==> config.mk <==
export PLATFORM = sky130hd
export DESIGN_NAME = mvm_ctrl
export DESIGN_NICKNAME = d
export VERILOG_FILES = /design/src/rtl/mvm_ctrl_pkg.sv /design/src/rtl/mvm_ctrl_wdog.sv /design/src/rtl/mvm_ctrl.sv
export SDC_FILE = /design/constraint.sdc
export NUM_CORES = 1
export LEC_CHECK = 0
export BUFFER_PORTS_ARGS = -buffer_cell sky130_fd_sc_hd__buf_2
export CAP_MARGIN = 10
export CORE_MARGIN = 5
export CORE_UTILIZATION = 45
export CTS_CLUSTER_DIAMETER = 50
export DETAILED_ROUTE_END_ITERATION = 12
export PLACE_DENSITY = 0.78
export SYNTH_ARGS = -nofsm -noshare
export SYNTH_HDL_FRONTEND = slang
export SYNTH_SLANG_ARGS = --single-unit
==> constraint.sdc <==
create_clock -name i_clk_mvc -period 2.3 [get_ports i_clk_mvc]
set_clock_uncertainty 0.2 [all_clocks]
set_input_delay 0.46 -clock i_clk_mvc [delete_from_list [all_inputs] [get_ports i_clk_mvc]]
set_output_delay 0.46 -clock i_clk_mvc [all_outputs]
set_load 0.1 [all_outputs]
==> src/rtl/mvm_ctrl_pkg.sv <==
// Shared types and constants for the MVM job controller: lane types, FSM state
// encoding and the index-width helper.
package mvm_ctrl_pkg;

    localparam int NUM_LANES = 4;
    localparam int SN_W      = 4;

    typedef logic signed [SN_W-1:0] sn4_t;
    typedef sn4_t [NUM_LANES-1:0]   vec4_t;

    typedef enum logic [2:0] {
        ST_IDLE,
        ST_LAUNCH,
        ST_ARM,
        ST_RUN,
        ST_OUT
    } state_t;

    // Row index needs at least one bit even for single-row jobs.
    function automatic int idx_width(input int n);
        return (n > 1) ? $clog2(n) : 1;
    endfunction

endpackage

==> src/rtl/mvm_ctrl_wdog.sv <==
// Per-row watchdog: counts cycles the engine is armed/running and flags the
// cycle on which the budget of TIMEOUT cycles is used up.
module mvm_ctrl_wdog
    import mvm_ctrl_pkg::*;
#(
    parameter int TIMEOUT = 31
) (
    input  logic i_clk_mvc,
    input  logic i_rst_mvc,
    input  logic i_clear,
    input  logic i_count,
    output logic o_timeout
);

    localparam int CNT_W = (TIMEOUT > 1) ? $clog2(TIMEOUT + 1) : 1;

    logic [CNT_W-1:0] cnt_q;

    always_ff @(posedge i_clk_mvc) begin
        if (i_rst_mvc) begin
            cnt_q <= '0;
        end else if (i_clear) begin
            cnt_q <= '0;
        end else if (i_count && !o_timeout) begin
            cnt_q <= cnt_q + CNT_W'(1);
        end
    end

    // The TIMEOUT-th counted cycle is the last one allowed.
    assign o_timeout = i_count && (cnt_q == CNT_W'(TIMEOUT - 1));

endmodule

==> src/rtl/mvm_ctrl.sv <==
// MVM job controller: accepts a job (x vector + NUM_W weight rows), launches the
// engine once per row, captures each row result and offers it downstream.
// Optional per-row watchdog is compiled in with MVM_CTRL_TIMEOUT_EN.
module mvm_ctrl
    import mvm_ctrl_pkg::*;
#(
    parameter  int NUM_W   = 4,
    parameter  int TIMEOUT = 31,
    localparam int IDX_W   = idx_width(NUM_W)
) (
    input  logic                  i_clk_mvc,
    input  logic                  i_rst_mvc,
    input  logic                  i_job_valid,
    output logic                  o_job_ready,
    input  vec4_t                 i_x_job,
    input  logic [NUM_W-1:0][3:0] i_w_job,
    output logic                  o_start_mvm,
    output vec4_t                 o_x_mvm,
    output logic [3:0]            o_w_mvm,
    input  logic                  i_ismvm,
    input  vec4_t                 i_wx_result,
    output logic                  o_res_valid,
    input  logic                  i_res_ready,
    output vec4_t                 o_res_data,
    output logic [IDX_W-1:0]      o_res_idx,
    output logic                  o_res_last,
    output logic                  o_err,
    output state_t                o_dbg_state
);

    if (NUM_W < 1 || NUM_W > 8 || TIMEOUT < 1) begin : g_param_err
        $error("mvm_ctrl: NUM_W must be 1..8 and TIMEOUT >= 1");
    end

    // Both job and result ports use valid/ready: a transfer happens on a rising
    // edge where valid && ready; a raised valid holds its payload stable until
    // that transfer, and ready never depends combinationally on valid.

    state_t                state_q, state_nxt;
    vec4_t                 x_q;
    logic [NUM_W-1:0][3:0] w_q;
    logic [IDX_W-1:0]      idx_q;
    vec4_t                 cap_q;
    logic                  is_last;
    logic                  in_flight;
    logic                  timeout;

    assign is_last   = (idx_q == IDX_W'(NUM_W - 1));
    assign in_flight = (state_q == ST_ARM) || (state_q == ST_RUN);

`ifdef MVM_CTRL_TIMEOUT_EN
    logic err_q;

    mvm_ctrl_wdog #(
        .TIMEOUT (TIMEOUT)
    ) u_wdog (
        .i_clk_mvc (i_clk_mvc),
        .i_rst_mvc (i_rst_mvc),
        .i_clear   (state_q == ST_LAUNCH),
        .i_count   (in_flight),
        .o_timeout (timeout)
    );

    always_ff @(posedge i_clk_mvc) begin
        if (i_rst_mvc) begin
            err_q <= 1'b0;
        end else if (state_q == ST_IDLE && i_job_valid) begin
            err_q <= 1'b0;
        end else if (timeout) begin
            err_q <= 1'b1;
        end
    end

    assign o_err = err_q;
`else
    assign timeout = 1'b0;
    assign o_err   = 1'b0;
`endif

    always_ff @(posedge i_clk_mvc) begin
        if (i_rst_mvc) begin
            state_q <= ST_IDLE;
            x_q     <= '0;
            w_q     <= '0;
            idx_q   <= '0;
            cap_q   <= '0;
        end else begin
            state_q <= state_nxt;
            if (state_q == ST_IDLE && i_job_valid) begin
                x_q   <= i_x_job;
                w_q   <= i_w_job;
                idx_q <= '0;
            end
            // Sampling also on the ARM->RUN edge keeps a one-cycle busy burst
            // from leaving the row with no captured result.
            if (in_flight && i_ismvm) begin
                cap_q <= i_wx_result;
            end
            if (state_q == ST_OUT && i_res_ready && !is_last) begin
                idx_q <= idx_q + IDX_W'(1);
            end
        end
    end

    always_comb begin
        state_nxt   = state_q;
        o_job_ready = 1'b0;
        o_start_mvm = 1'b0;
        o_res_valid = 1'b0;
        case (state_q)
            ST_IDLE: begin
                o_job_ready = !i_rst_mvc;
                if (i_job_valid) state_nxt = ST_LAUNCH;
            end
            ST_LAUNCH: begin
                o_start_mvm = 1'b1;
                state_nxt   = ST_ARM;
            end
            ST_ARM: begin
                if (timeout)      state_nxt = ST_IDLE;
                else if (i_ismvm) state_nxt = ST_RUN;
            end
            ST_RUN: begin
                if (timeout)       state_nxt = ST_IDLE;
                else if (!i_ismvm) state_nxt = ST_OUT;
            end
            ST_OUT: begin
                o_res_valid = 1'b1;
                if (i_res_ready) state_nxt = is_last ? ST_IDLE : ST_LAUNCH;
            end
            default: state_nxt = ST_IDLE;
        endcase
    end

    assign o_x_mvm     = x_q;
    assign o_w_mvm     = w_q[idx_q];
    assign o_res_data  = cap_q;
    assign o_res_idx   = idx_q;
    assign o_res_last  = is_last;
    assign o_dbg_state = state_q;

endmodule

==> results.py <==
metrics = {
    "yosys": {
        "yosysSeqAreaShare_pct": 51.1,
        "mappedNetlistArea_um2": 2070,
        "ys_ff_latch": 53,
        "yosysWarnings": 0,
        "yosysUniqueCellTypes": 26,
        "syn_nets": 301,
        "postSynthAreaPerCell_um2": 8.40,
        "netlist_instances": 247,
    },
    "global_routing": {
        "grt_usage_pct": 16.7,
        "gr-total-overflow": 0,
        "grt_pass1_wl_um": 8340,
        "antenna_found_initial": 0,
        "grt_pass1_vias": 1881,
        "grt_max_degree": 54,
    },
    "die": {
        "die_height_um": 77.9,
        "core_um2": 4410,
        "ios": 99,
        "start_util_pct": 47.0,
        "dieArea_um2": 6070,
        "die_x_um": 77.9,
        "rows": 24,
    },
    "placement": {
        "port_buffers": 97,
        "place.gp.congestion": 0.707,
        "dp_hpwl_um": 3600,
        "dpl_cell_area_um2": 2600,
    },
    "final_layout": {
        "syn2layout_area_growth_pct": 29.4,
        "nets": 390,
        "n_antenna_cell": 0,
        "layout_common_cells": "nand2_1 (97), buf_2 (95), a21oi_1 (52)",
        "fin_area_um2": 2690,
        "drive_gt1_share_pct": 37.1,
        "final_common_cell": "nand2_1",
    },
    "power": {
        "power_mw": 2.10,
        "total_leakage_power_nw": 1.21,
        "pwr_density_cell_nw_per_um2": 781,
        "irDropWorstVdd_v": 0.000335,
    },
    "clocking": {
        "cts_root_buf": "clkbuf_8",
        "htree_num_levels": 2,
        "insertion_delay_ps": 300,
        "cts_setup_buffers": 0,
        "cts_made_buffers": 5,
        "cts.path.max_buffers": 2,
        "cts_hold_buf": 0,
        "cts.clk_slew.worst_paths_ps": 90,
        "numClockSinks": 53,
        "cts_tree": "done",
        "cts_resized": 0,
    },
    "drt": {
        "vias": 1893,
        "drtIter0Drc": 51,
        "viasPerCell": 4.87,
        "postRouteAntennaNets": 0,
        "routedWlPerCell_um": 12.7,
        "wirelength_um": 4940,
        "drc": 0,
        "drtPass1Iterations": 4,
    },
    "timing": {
        "fmax_mhz": 454,
        "rsz0062_at_grt": "false",
        "slew_violations": 0,
        "worst_pin_slew_ps": 646,
        "hold_viol_final": 0,
        "timing.slew.headroom_pct": 56.8,
        "fin_crit_sh_pct": 95.8,
        "fin_crit_ps": 2200,
        "setup_viol": 0,
    },
    "hold_path": {
        "min-delay-start": "i_wx_result[9]",
        "min_path_cells": 3,
        "hold_class": "in2reg",
        "min_to": "o_res_data[9]",
    },
    "worst_setup_path": {
        "crit_fanout": 8,
        "r2r_slack_ps": 610,
        "timing.rr.start": "o_dbg_state[2]",
        "worstSetupEndpointType": "primary output",
        "cp-start-kind": "flip-flop",
        "rr_worst_depth": 4,
        "cp_data_arrival_time_ps": 1540,
        "critical_path_class": "reg2out",
        "worstPathRequired_ps": 1640,
        "reg2reg_to": "o_res_idx[1]",
    },
    "run": {
        "drv_cap": 0,
    },
    "status": {
        "status": "completed",
    },
}
==> worst max-delay path, cell delays in order, from the launching register on <==
cell and delay [ps]:
dfxtp_4 420, mux4_2 510, buf_2 310
==> stage by stage <==
step / utilization (%) / std cells / hold WS (ps) / setup slack (ps) / setup TNS [ps]
4_1_cts: 60.8 / 389 / 173 / 75.9 / 0
3_5_place_dp: 59.0 / 381 / 243 / 424 / 0
5_1_grt: 60.8 / 389 / 171 / 35.4 / 0
6_report: 60.8 / 389 / 184 / 97.1 / 0
3_3_place_gp: 59.0 / 381 / 239 / 427 / 0
2_1_floorplan: - / 247 / 233 / -195 / -195
==> registers in the layout, indices dropped and copies added (netlist names) <==
register	flops
o_dbg_state	3
o_res_data	16
o_res_idx	2
o_x_mvm	16
w_q	16
==> final cells by class <==
cell class | instances | area (µm²)
clock buffer | 6 | 72.6
clock inverter | 2 | 10.0
fill | 413 | 1730
inverter | 1 | 7.51
multi-input combinational | 173 | 902
sequential | 53 | 1070
tap | 52 | 65.1
timing repair buffer | 102 | 553
==> worst max path at each step <==
| stage | cells after the start | startpoint | endpoint |
|---|---|---|---|
| floorplan | 2 | o_dbg_state[1] | o_job_ready |
| global placement | 2 | o_res_idx[0] | o_w_mvm[3] |
| detailed placement | 2 | o_res_idx[0] | o_w_mvm[3] |
| CTS | 2 | o_res_idx[0] | o_w_mvm[3] |
| global route | 2 | o_res_idx[0] | o_w_mvm[2] |
| finish | 2 | o_res_idx[0] | o_w_mvm[3] |
==> report_power, final <==
group	internal (mW)	total, mW	leakage, nW	switching (mW)
logic	0.133	0.593	0.726	0.460
clock network	0.212	0.498	0.0450	0.287
registers	0.971	1.01	0.436	0.0358
==> Yosys cell counts (all sizes together) <==
library cell	number	area, µm²
a21oi	52	260
and3b	1	10.0
buf	11	103
clkbuf	9	33.8
conb	1	3.75
dfxtp	53	1060
ha	1	12.5
inv	1	3.75
mux4	4	90.1
nand2	97	364
nand2b	1	6.26
nand3	1	5.00
nand3b	1	7.51
nor2	3	11.3
nor2b	1	6.26
nor3b	1	7.51
nor4	2	12.5
nor4b	1	23.8
o211ai	2	15.0
o32a	1	10.0
or3	1	6.26
or3b	1	11.3
or4b	1	10.0
==> logic make-up (layout without fill, tap and decap cells) <==
group                      Yosys count  count (layout)  synth area share [%]
AOI/OAI and AO/OA                   55              55                  13.8
adders and majority gates            1               1                 0.603
muxes                                4               4                  4.34
and+or+nand+nor                    112             112                  23.2
buffers and inverters               21             111                  6.75
other                                1               1                 0.181
DFF                                 53              53                  51.1
==> routing by layer <==
layer | wire, µm | track usage [%] | share of wire (%) | vias to the layer above
met5 | 0 | 0 | 0 | -
met4 | 74 | 6.08 | 1.5 | 0
met3 | 544 | 7.18 | 11 | 8
met2 | 2230 | 27.9 | 45 | 67
met1 | 2080 | 19.0 | 42 | 834
li1 | - | - | - | 984
No activity file was read; power rests on OpenSTA's default activity.
